`config.mk`:
```
export PLATFORM = sky130hd
export DESIGN_NAME = serializador_bits
export DESIGN_NICKNAME = d
export VERILOG_FILES = /design/src/rtl/serializador_bits_pkg.sv /design/src/rtl/serializador_bits_buffer.sv /design/src/rtl/serializador_bits.sv
export SDC_FILE = /design/constraint.sdc
export NUM_CORES = 1
export LEC_CHECK = 0
export CORE_ASPECT_RATIO = 0.8
export CORE_MARGIN = 3
export CORE_UTILIZATION = 54
export CTS_CLUSTER_DIAMETER = 30
export CTS_CLUSTER_SIZE = 28
export DETAILED_ROUTE_END_ITERATION = 6
export GPL_TIMING_DRIVEN = 0
export PLACE_DENSITY = 0.88
export SLEW_MARGIN = 20
export SYNTH_ARGS = -nofsm -noshare
export SYNTH_HDL_FRONTEND = slang
export SYNTH_SLANG_ARGS = --single-unit
```
`constraint.sdc`:
```
create_clock -name clk -period 2 [get_ports clk]
set_input_delay 0.2 -clock clk [delete_from_list [all_inputs] [get_ports clk]]
set_output_delay 0.2 -clock clk [all_outputs]
set_load 0.1 [all_outputs]
```
`src/rtl/serializador_bits_pkg.sv`:
```
// Shared types and defaults for the parallel-to-serial stage that feeds the
// three-ones sequence detector.
package pacote_serializador;

    typedef enum logic [0:0] {
        OCIOSO,
        DESLOCANDO
    } estado_ser_t;

    localparam int LARGURA_PADRAO = 8;

endpackage

```
`src/rtl/serializador_bits_buffer.sv`:
```
// One-entry holding register that parks the next word while the current
// word is still being shifted out.
module buffer_palavra #(
    parameter int LARGURA = 8
) (
    input  logic               clk,
    input  logic               reset,
    input  logic               i_carregar,
    input  logic               i_drenar,
    input  logic [LARGURA-1:0] i_palavra,
    output logic [LARGURA-1:0] o_palavra,
    output logic               o_cheio
);

    logic [LARGURA-1:0] r_palavra;
    logic               r_cheio;

    // Load and drain never coincide: a load needs the buffer empty, a drain needs it full.
    always_ff @(posedge clk) begin
        if (!reset) begin
            r_palavra <= '0;
            r_cheio   <= 1'b0;
        end else if (i_drenar) begin
            r_cheio   <= 1'b0;
        end else if (i_carregar) begin
            r_palavra <= i_palavra;
            r_cheio   <= 1'b1;
        end
    end

    assign o_palavra = r_palavra;
    assign o_cheio   = r_cheio;

endmodule

```
`src/rtl/serializador_bits.sv`:
```
// Serializes LARGURA-bit words one bit per cycle over a valid/ready handshake;
// the holding buffer lets consecutive words stream with no gap cycle.
module serializador_bits
    import pacote_serializador::*;
#(
    parameter int LARGURA   = LARGURA_PADRAO,
    parameter bit MSB_FIRST = 1'b1
) (
    input  logic               clk,
    input  logic               reset,
    input  logic [LARGURA-1:0] palavra_in,
    input  logic               palavra_valid,
    output logic               palavra_ready,
    output logic               bit_out,
    output logic               bit_valid,
    input  logic               bit_ready,
    output logic               ocupado
);

    localparam int            CW        = $clog2(LARGURA + 1);
    localparam logic [CW-1:0] CNT_CHEIO = CW'(LARGURA);

    estado_ser_t        r_estado;
    estado_ser_t        w_estadoProx;
    logic [LARGURA-1:0] r_sh;
    logic [LARGURA-1:0] w_shProx;
    logic [LARGURA-1:0] w_shDeslocado;
    logic [LARGURA-1:0] w_bufPalavra;
    logic [CW-1:0]      r_cnt;
    logic [CW-1:0]      w_cntProx;
    logic               w_bufCheio;
    logic               w_aceita;
    logic               w_transf;
    logic               w_ultimo;
    logic               w_carregaBuf;
    logic               w_drenaBuf;
    logic               w_emDesloc;
    logic               w_bitSaida;

    buffer_palavra #(
        .LARGURA (LARGURA)
    ) u_buffer (
        .clk        (clk),
        .reset      (reset),
        .i_carregar (w_carregaBuf),
        .i_drenar   (w_drenaBuf),
        .i_palavra  (palavra_in),
        .o_palavra  (w_bufPalavra),
        .o_cheio    (w_bufCheio)
    );

    // The output end is the MSB or LSB; the vacated end is zero-filled.
    generate
        if (MSB_FIRST) begin : g_msb
            assign w_shDeslocado = {r_sh[LARGURA-2:0], 1'b0};
            assign w_bitSaida    = r_sh[LARGURA-1];
        end else begin : g_lsb
            assign w_shDeslocado = {1'b0, r_sh[LARGURA-1:1]};
            assign w_bitSaida    = r_sh[0];
        end
    endgenerate

    assign w_emDesloc    = reset && (r_estado == DESLOCANDO);
    assign palavra_ready = reset && !w_bufCheio;
    assign bit_valid     = w_emDesloc;
    assign bit_out       = w_emDesloc && w_bitSaida;
    assign ocupado       = reset && ((r_estado == DESLOCANDO) || w_bufCheio);

    assign w_aceita = palavra_valid && palavra_ready;
    assign w_transf = bit_valid && bit_ready;
    assign w_ultimo = (r_cnt == CW'(1));

    always_ff @(posedge clk) begin
        if (!reset) begin
            r_estado <= OCIOSO;
            r_sh     <= '0;
            r_cnt    <= '0;
        end else begin
            r_estado <= w_estadoProx;
            r_sh     <= w_shProx;
            r_cnt    <= w_cntProx;
        end
    end

    // At the last bit a parked word wins over a word arriving the same cycle.
    always_comb begin
        w_estadoProx = r_estado;
        w_shProx     = r_sh;
        w_cntProx    = r_cnt;
        w_carregaBuf = 1'b0;
        w_drenaBuf   = 1'b0;
        case (r_estado)
            OCIOSO: begin
                if (w_aceita) begin
                    w_shProx     = palavra_in;
                    w_cntProx    = CNT_CHEIO;
                    w_estadoProx = DESLOCANDO;
                end
            end
            DESLOCANDO: begin
                if (w_transf && w_ultimo) begin
                    if (w_bufCheio) begin
                        w_shProx   = w_bufPalavra;
                        w_cntProx  = CNT_CHEIO;
                        w_drenaBuf = 1'b1;
                    end else if (w_aceita) begin
                        w_shProx  = palavra_in;
                        w_cntProx = CNT_CHEIO;
                    end else begin
                        w_cntProx    = '0;
                        w_estadoProx = OCIOSO;
                    end
                end else begin
                    if (w_transf) begin
                        w_shProx  = w_shDeslocado;
                        w_cntProx = r_cnt - CW'(1);
                    end
                    w_carregaBuf = w_aceita;
                end
            end
            default: begin
                w_estadoProx = OCIOSO;
            end
        endcase
    end

endmodule

```
# == Word level (Yosys, flattened, before mapping) ==
# Index checks and enable logic that the tools add are counted.
# totals
regBits,22
in_bits,12
output_inout_bits,4
word_cells,44
# classes
n_addsub,1
mux,20
n_eq_ne,3
reduce_logical,12
bitwise_logic,3
# ops
op,n
$mux 8,4
$mux 4,5
$pmux 8 s2,1
$mux 1,8
$pmux 4 s2,1
$logic_and 1x1->1,7
$eq 4x1->1 const B,1
$reduce_and 2->1,2
$sub 4x1->4 const B,1
$ne 3x1->1 const B,1
$not 1->1,3
$ne 2x2->1 const B,1
$pmux 1 s2,1
$reduce_or 2->1,1
$logic_not 1->1,1
$logic_or 1x1->1,1

# == Logic depth before layout (Yosys ltp) ==
# Gate-level depths: netlist of run 1.
# depth
ltp_word,7
ltp_mapped,7

# == Cells and area by module ==
# A second synthesis of run 1 with hierarchy kept.
# unflattened
hier_cells,139
hier_area_um2,1176.1
# by_module_without_submodules
mod,n_inst,cells_per_inst,area_per_inst_um2
serializador_bits,1,100,797.0
buffer_palavra,1,39,379.1

# == Worst setup path before layout of run 1 ==
# No wires, ideal clock.
# synth_path
path_kind,in2out
startpoint,in reset
endpoint,out ocupado
arrival_ps,2299
setup_slack_ps,-499
path_stages,4
required_time_ps,1800
cell_sequence,buf_2 > clkbuf_1 > inv_1 > a21oi_1
# synth_between
elab_chain_cells,1
# synth_rtl
element,line,rtl
start: declaration,serializador_bits.sv:10,"input logic reset,"
$logic_and 1x1->1,serializador_bits.sv:67,assign ocupado = reset && ((r_estado == DESLOCANDO) || w_bufCheio);
end: declaration,serializador_bits.sv:17,output logic ocupado
# Every way passes these cells.

# == Worst setup path in the final report of run 1 ==
# layout_path
startpoint,reg r_estado
endpoint,out bit_out
# layout_between
elab_chain_cells,2
# layout_rtl
element,line,rtl
start: declaration,serializador_bits.sv:23,estado_ser_t r_estado;
start signal: assignment,serializador_bits.sv:79,r_estado <= w_estadoProx;
$logic_and 1x1->1,serializador_bits.sv:63,assign w_emDesloc = reset && (r_estado == DESLOCANDO);
$logic_and 1x1->1,serializador_bits.sv:66,assign bit_out = w_emDesloc && w_bitSaida;
end: declaration,serializador_bits.sv:14,"output logic bit_out,"
# Every way passes these cells.

==> flow_summary.yaml, run 1 <==
timing:
  skew_ns: 0.00265
  final-max-slew-violation-count: 0
  relSlewSlack_pct: 63.4
  final_hold_viol_count: 0
  tightestPinTransition_ns: 0.551
  period_share_pct: 94.9
  finalCriticalPeriod_ns: 1.90
  finalSetupTns_ns: 0
  max_freq_mhz: 527
  setup_viol: 0
  rsz0062_at_grt: "false"
logic_synthesis:
  ys.flop_type: "dfxtp_1"
  synth-seq-area-share_pct: 35.4
  netlist_instances: 151
  syn_area_sq_um: 1240
  synthArstFlopShare_pct: 0
  synth_enable_flop_cells: 0
  synth_area_leaders: "dfxtp_1 (35%), nand2_1 (7.2%), a21oi_1 (6.8%)"
  yosys-top-cells-count: "nand2_1 (24), dfxtp_1 (22), a21oi_1 (17), o21ai_0 (15)"
  syn_nets: 165
  synth_top_area_cell: "dfxtp_1"
  avgSynthCellArea_sq_um: 8.24
  yosysMostFrequentCell: "nand2_1"
  ys_warn_count: 0
  synth_top_area_share_pct: 35.4
  ys_types: 36
  ys_seq_elements: 22
critical_path:
  cp.depth: 3
  startpoint_type: "flop"
  rrSetupSlack_ns: 0.16
  path_max_fanout: 10
  worstRegToRegCells: 5
  cp_cell_sequence: "buf_4, and3_1, clkdlybuf4s15_2"
  slowest_stage: "clkdlybuf4s15_2"
  crit_arrival_ns: 1.70
  crit_path_end_kind: "output port"
  required_ns: 1.80
  timing.rr.start: "r_cnt[0]"
  crit_start: "r_estado"
  max_stage_delay_ns: 0.57
  worstSetupPathType: "reg2out"
  cp-endpoint: "bit_out"
  r2r-end: "r_sh[7]"
  crit_family: "buffers and inverters"
  critPathBufInv: 2
pwr:
  p_int_mw: 0.697
  fin_total_pwr_mw: 1.05
  sw_frac_of_total_pct: 33.9
  clkPwrFrac_pct: 24.1
  leakagePower_nw: 0.550
  pwr-share-comb_pct: 27.3
  net-switching-power_mw: 0.357
  irDropWorstVdd_v: 0.000530
  p_per_area_nw_per_um2: 727
  seq_power_share_pct: 48.6
drt:
  num_vias: 1219
  drcViolationCount: 0
  viasPerCell: 6.35
  post_drt_wl_per_cell_um: 16.4
  drtIter0Drc: 56
  antenna_left: 0
  drt_wl_total_um: 3140
  drtPass1Iterations: 4
floorplan:
  initial_core_util_pct: 61.3
  fp-row-count: 14
  die-width_um: 59.7
  die_area_sq_um: 2920
  core-area_sq_um: 2030
  fp.dieH_um: 48.9
  pin_count: 16
global_route:
  antenna_found_initial: 0
  grt_max_degree: 13
  grt.overflow.total: 0
  grt_usage_pct: 22.8
  grt_pass1_wl_um: 5110
  first_global_vias: 1082
cts:
  cts_hold_buf: 0
  htreeDepth: 1
  cts_num_sinks: 22
  cts_buffers: 3
  cts_buffer_depth: 2
  clkLatencyLatePin_ns: 0.32
  cts_tree: "built"
  root_buffer: "clkbuf_4"
  path_clk_slew_ns: 0.12
  postCtsSetupBuffers: 0
finish:
  nNetsFinal: 183
  n_antenna_cell: 0
  final_area_sq_um: 1450
  finalNonFillerCells: 192
  area_delta_synth_final_pct: 16.4
  drive_above_1_share_pct: 14.9
placement:
  place_congestion: 0.873
  place_area_sq_um: 1410
  port_buffers: 13
  place_inst: 188
  place_hpwl_um: 2140
flow_run:
  cap_violations: 0
min_path:
  hp-class: "in2reg"
status:
  outcome: "finished, final reports clean"
-- worst min path at each step --
stage | depth (start not counted) | slack (ns) | from | to
2_1_floorplan | 2 | 0.31 | palavra_in[0] | u_buffer.o_palavra[0]
3_3_place_gp | 2 | 0.44 | u_buffer.o_palavra[6] | u_buffer.o_palavra[6]
3_5_place_dp | 2 | 0.45 | u_buffer.o_palavra[6] | u_buffer.o_palavra[6]
4_1_cts | 3 | 0.25 | bit_ready | r_cnt[2]
5_1_grt | 3 | 0.25 | bit_ready | r_cnt[2]
6_report | 3 | 0.25 | bit_ready | r_cnt[2]
-- kinds of logic after synthesis --
kind of cell,after synthesis,synth area share [%]
DFF,22,35.4
AOI/OAI and AO/OA,59,31.4
and+or+nand+nor,46,20.0
buffers and inverters,15,5.63
muxes,7,5.63
adders and majority gates,2,2.01
-- flip-flops by register name (all words and copies together), names as in the netlist --
| name | count |
|---|---|
| r_cnt | 4 |
| r_estado | 1 |
| r_sh | 8 |
| u_buffer.o_cheio | 1 |
| u_buffer.o_palavra | 8 |
-- routing by layer --
layer	up-vias	track usage, %	share of wire [%]
li1	586	-	-
met1	556	32.9	43
met2	69	32.6	45
met3	8	5.82	9.6
met4	0	7.01	1.8
met5	-	0	0
-- power groups by stage --
stage,Sequential [mW],Combinational (mW),Clock (mW)
3_5_place_dp,0.519,0.283,0
2_1_floorplan,0.511,0.210,0
4_1_cts,0.510,0.284,0.253
6_report,0.512,0.287,0.254
3_3_place_gp,0.517,0.274,0
5_1_grt,0.517,0.309,0.280
-- cells in the final DEF (no fill, tap or decap), types with 2 or more instances in the layout --
| cell | n |
|---|---|
| nand2_1 | 24 |
| dfxtp_1 | 22 |
| a21oi_1 | 16 |
| o21ai_0 | 15 |
| clkdlybuf4s50_1 | 9 |
| mux2i_1 | 7 |
| a21o_1 | 7 |
| o221ai_1 | 7 |
| inv_1 | 5 |
| buf_2 | 5 |
| nor2_1 | 4 |
| clkbuf_4 | 3 |
| clkbuf_2 | 2 |
| clkbuf_1 | 2 |
| a21oi_2 | 2 |
| buf_4 | 2 |
| and3_1 | 2 |
| nand3_1 | 2 |
| nand3b_1 | 2 |
| a31oi_1 | 2 |
| o21ai_1 | 2 |
| nor3_1 | 2 |
| o41ai_1 | 2 |
| ha_1 | 2 |
| clkdlybuf4s15_2 | 2 |
-- repair_timing --
| action | in CTS | in global routing |
|---|---|---|
| endpoints found under the setup margin | 4 | 3 |
| resized for setup | 13 | 5 |
| endpoints found under the hold margin | 0 | 0 |
-- metrics by stage --
stage,util [%],hold WS (ns),setup slack (ns)
5_1_grt,71.3,0.253,0.0157
3_5_place_dp,69.5,0.448,-0.571
4_1_cts,71.2,0.250,0.0324
6_report,71.3,0.250,0.103
3_3_place_gp,69.5,0.439,-0.559
2_1_floorplan,-,0.309,0.114
-- worst reg2reg max path: stages, from the launching register on --
cell and delay, ns:
dfxtp_1 0.45, ha_1 0.19, nor3b_4 0.48, nand3_2 0.14, a221o_1 0.39, a21oi_2 0.14
-- area by class of cell --
type                            instances  area (sq um)
Tap cell                               24          30.0
Multi-Input combinational cell        114           742
Sequential cell                        22           440
Clock buffer                            4          36.3
Timing Repair Buffer                   13           129
Fill cell                             166           583
Buffer                                 10          52.6
Inverter                                5          18.8
Note: power is estimated with default switching activity, not from simulation.
==> run 2: changes to the inputs <==
CORE_UTILIZATION = 52   (was 54)
PLACE_DENSITY = 0.86   (was 0.88)
==> run 2 against run 1 <==
  * Combinational power about the same
  * Total power fell by 4.7%
  * Cell count stayed put
  * Count of clock-buffer cells in the layout decreased by 1
  * Critical path type unchanged
  * Critical endpoint is now bit_valid
  * Largest cell class unchanged
==> flow_summary.yaml, run 2 (synthesis results as in run 1) <==
min_path:
  min_from: "bit_ready"
  hp-class: "in2reg"
placement:
  place_area_sq_um: 1410
  place_ws_ns: -0.551
  place_congestion: 0.846
  port_buffers: 13
  place_hpwl_um: 2170
status:
  outcome: "finished, final reports clean"
global_route:
  antenna_found_initial: 0
  grt_usage_pct: 22.6
  grt.overflow.total: 0
  grt_pass1_wl_um: 5190
  grt_max_degree: 12
  first_global_vias: 1167
floorplan:
  die_area_sq_um: 3020
  fp-row-count: 15
  initial_core_util_pct: 56.2
  pin_count: 16
  core-area_sq_um: 2210
  die-width_um: 60.7
  fp.dieH_um: 49.8
drt:
  drtIter0Drc: 95
  drt_wl_total_um: 3090
  num_vias: 1216
  antenna_left: 0
  drtPass1Iterations: 5
  post_drt_wl_per_cell_um: 16.1
  drcViolationCount: 0
  viasPerCell: 6.33
cts:
  cts_buffers: 3
  cts_buffer_depth: 2
  cts_num_sinks: 22
  root_buffer: "clkbuf_4"
  postCtsSetupBuffers: 0
  path_clk_slew_ns: 0.12
  htreeDepth: 1
  clkLatencyLatePin_ns: 0.31
  cts_tree: "built"
  cts_hold_buf: 0
flow_run:
  cap_violations: 0
finish:
  area_delta_synth_final_pct: 15.8
  layout_commonest_cell: "nand2_1"
  nNetsFinal: 183
  n_antenna_cell: 0
  final_area_sq_um: 1440
  mostFrequentLayoutCells: "nand2_1 (24), dfxtp_1 (22), a21oi_1 (16)"
  drive_above_1_share_pct: 13.8
pwr:
  irDropWorstVdd_v: 0.000557
  p_per_area_nw_per_um2: 697
  leakagePower_nw: 0.543
timing:
  max_freq_mhz: 523
  rsz0062_at_grt: "false"
  tightestPinTransition_ns: 0.944
  relSlewSlack_pct: 37.3
  final_hold_viol_count: 0
  finalCriticalPeriod_ns: 1.91
  hold_slack_ns: 0.275
  setup_viol: 0
  skew_ns: 0.00188
  setup_slack_ns: 0.0881
  period_share_pct: 95.6
  final-max-slew-violation-count: 0
  finalSetupTns_ns: 0
critical_path:
  path_max_fanout: 5
  worstSetupPathType: "reg2out"
  crit_arrival_ns: 1.71
  startpoint_type: "flop"
  crit_path_end_kind: "output port"
  timing.rr.start: "r_cnt[0]"
  required_ns: 1.80
  crit_start: "r_estado"
[run 2: worst paths after layout]
kind	cells after the start	to	slack, ns
min	3	r_cnt[2]	0.27
min reg2reg	2	u_buffer.o_palavra[6]	0.47
max	2	bit_valid	0.09
max reg2reg	5	r_cnt[3]	0.15
[run 2: timing repair]
action                                  in CTS  in global routing
endpoints found under the setup margin       4                  3
resized for setup                           13                  4
gates cloned                                 0                  0
[run 2: routing by layer]
layer,up-vias,track usage [%],share of wire (%)
met5,-,0,0
met4,0,6.86,0.97
met3,6,4.97,6.6
met2,53,35.2,47
met1,572,30.7,45
li1,585,-,-
[run 2: worst max-delay path, stage by stage, from the launching register on]
cell and delay (ns):
dfxtp_1 0.40, and2_2 0.18, clkdlybuf4s15_1 0.82
[run 2: cell type report]
| class | instances | area [sq um] |
|---|---|---|
| inverters | 5 | 18.8 |
| fillers | 194 | 773 |
| well taps | 25 | 31.3 |
| plain buffers | 10 | 52.6 |
| repair buffers | 13 | 134 |
| flip-flops and latches | 22 | 440 |
| multi-input cells | 114 | 742 |
| clock buffers | 3 | 22.5 |
[run 2: stage by stage]
stage	total power [mW]	util [%]	cells
after floorplan	0.722	-	151
after global placement	0.790	63.8	189
after detailed placement	0.803	63.8	189
after CTS	1.00	64.8	192
after global routing	1.05	65.1	192
final	1.00	65.1	192
[run 2: power by group]
group	total, mW	leakage, nW	internal, mW	switching [mW]
clock	0.206	0.0138	0.0705	0.135
combinational	0.288	0.349	0.109	0.179
sequential	0.510	0.181	0.477	0.0330
total	1.00	0.543	0.657	0.348
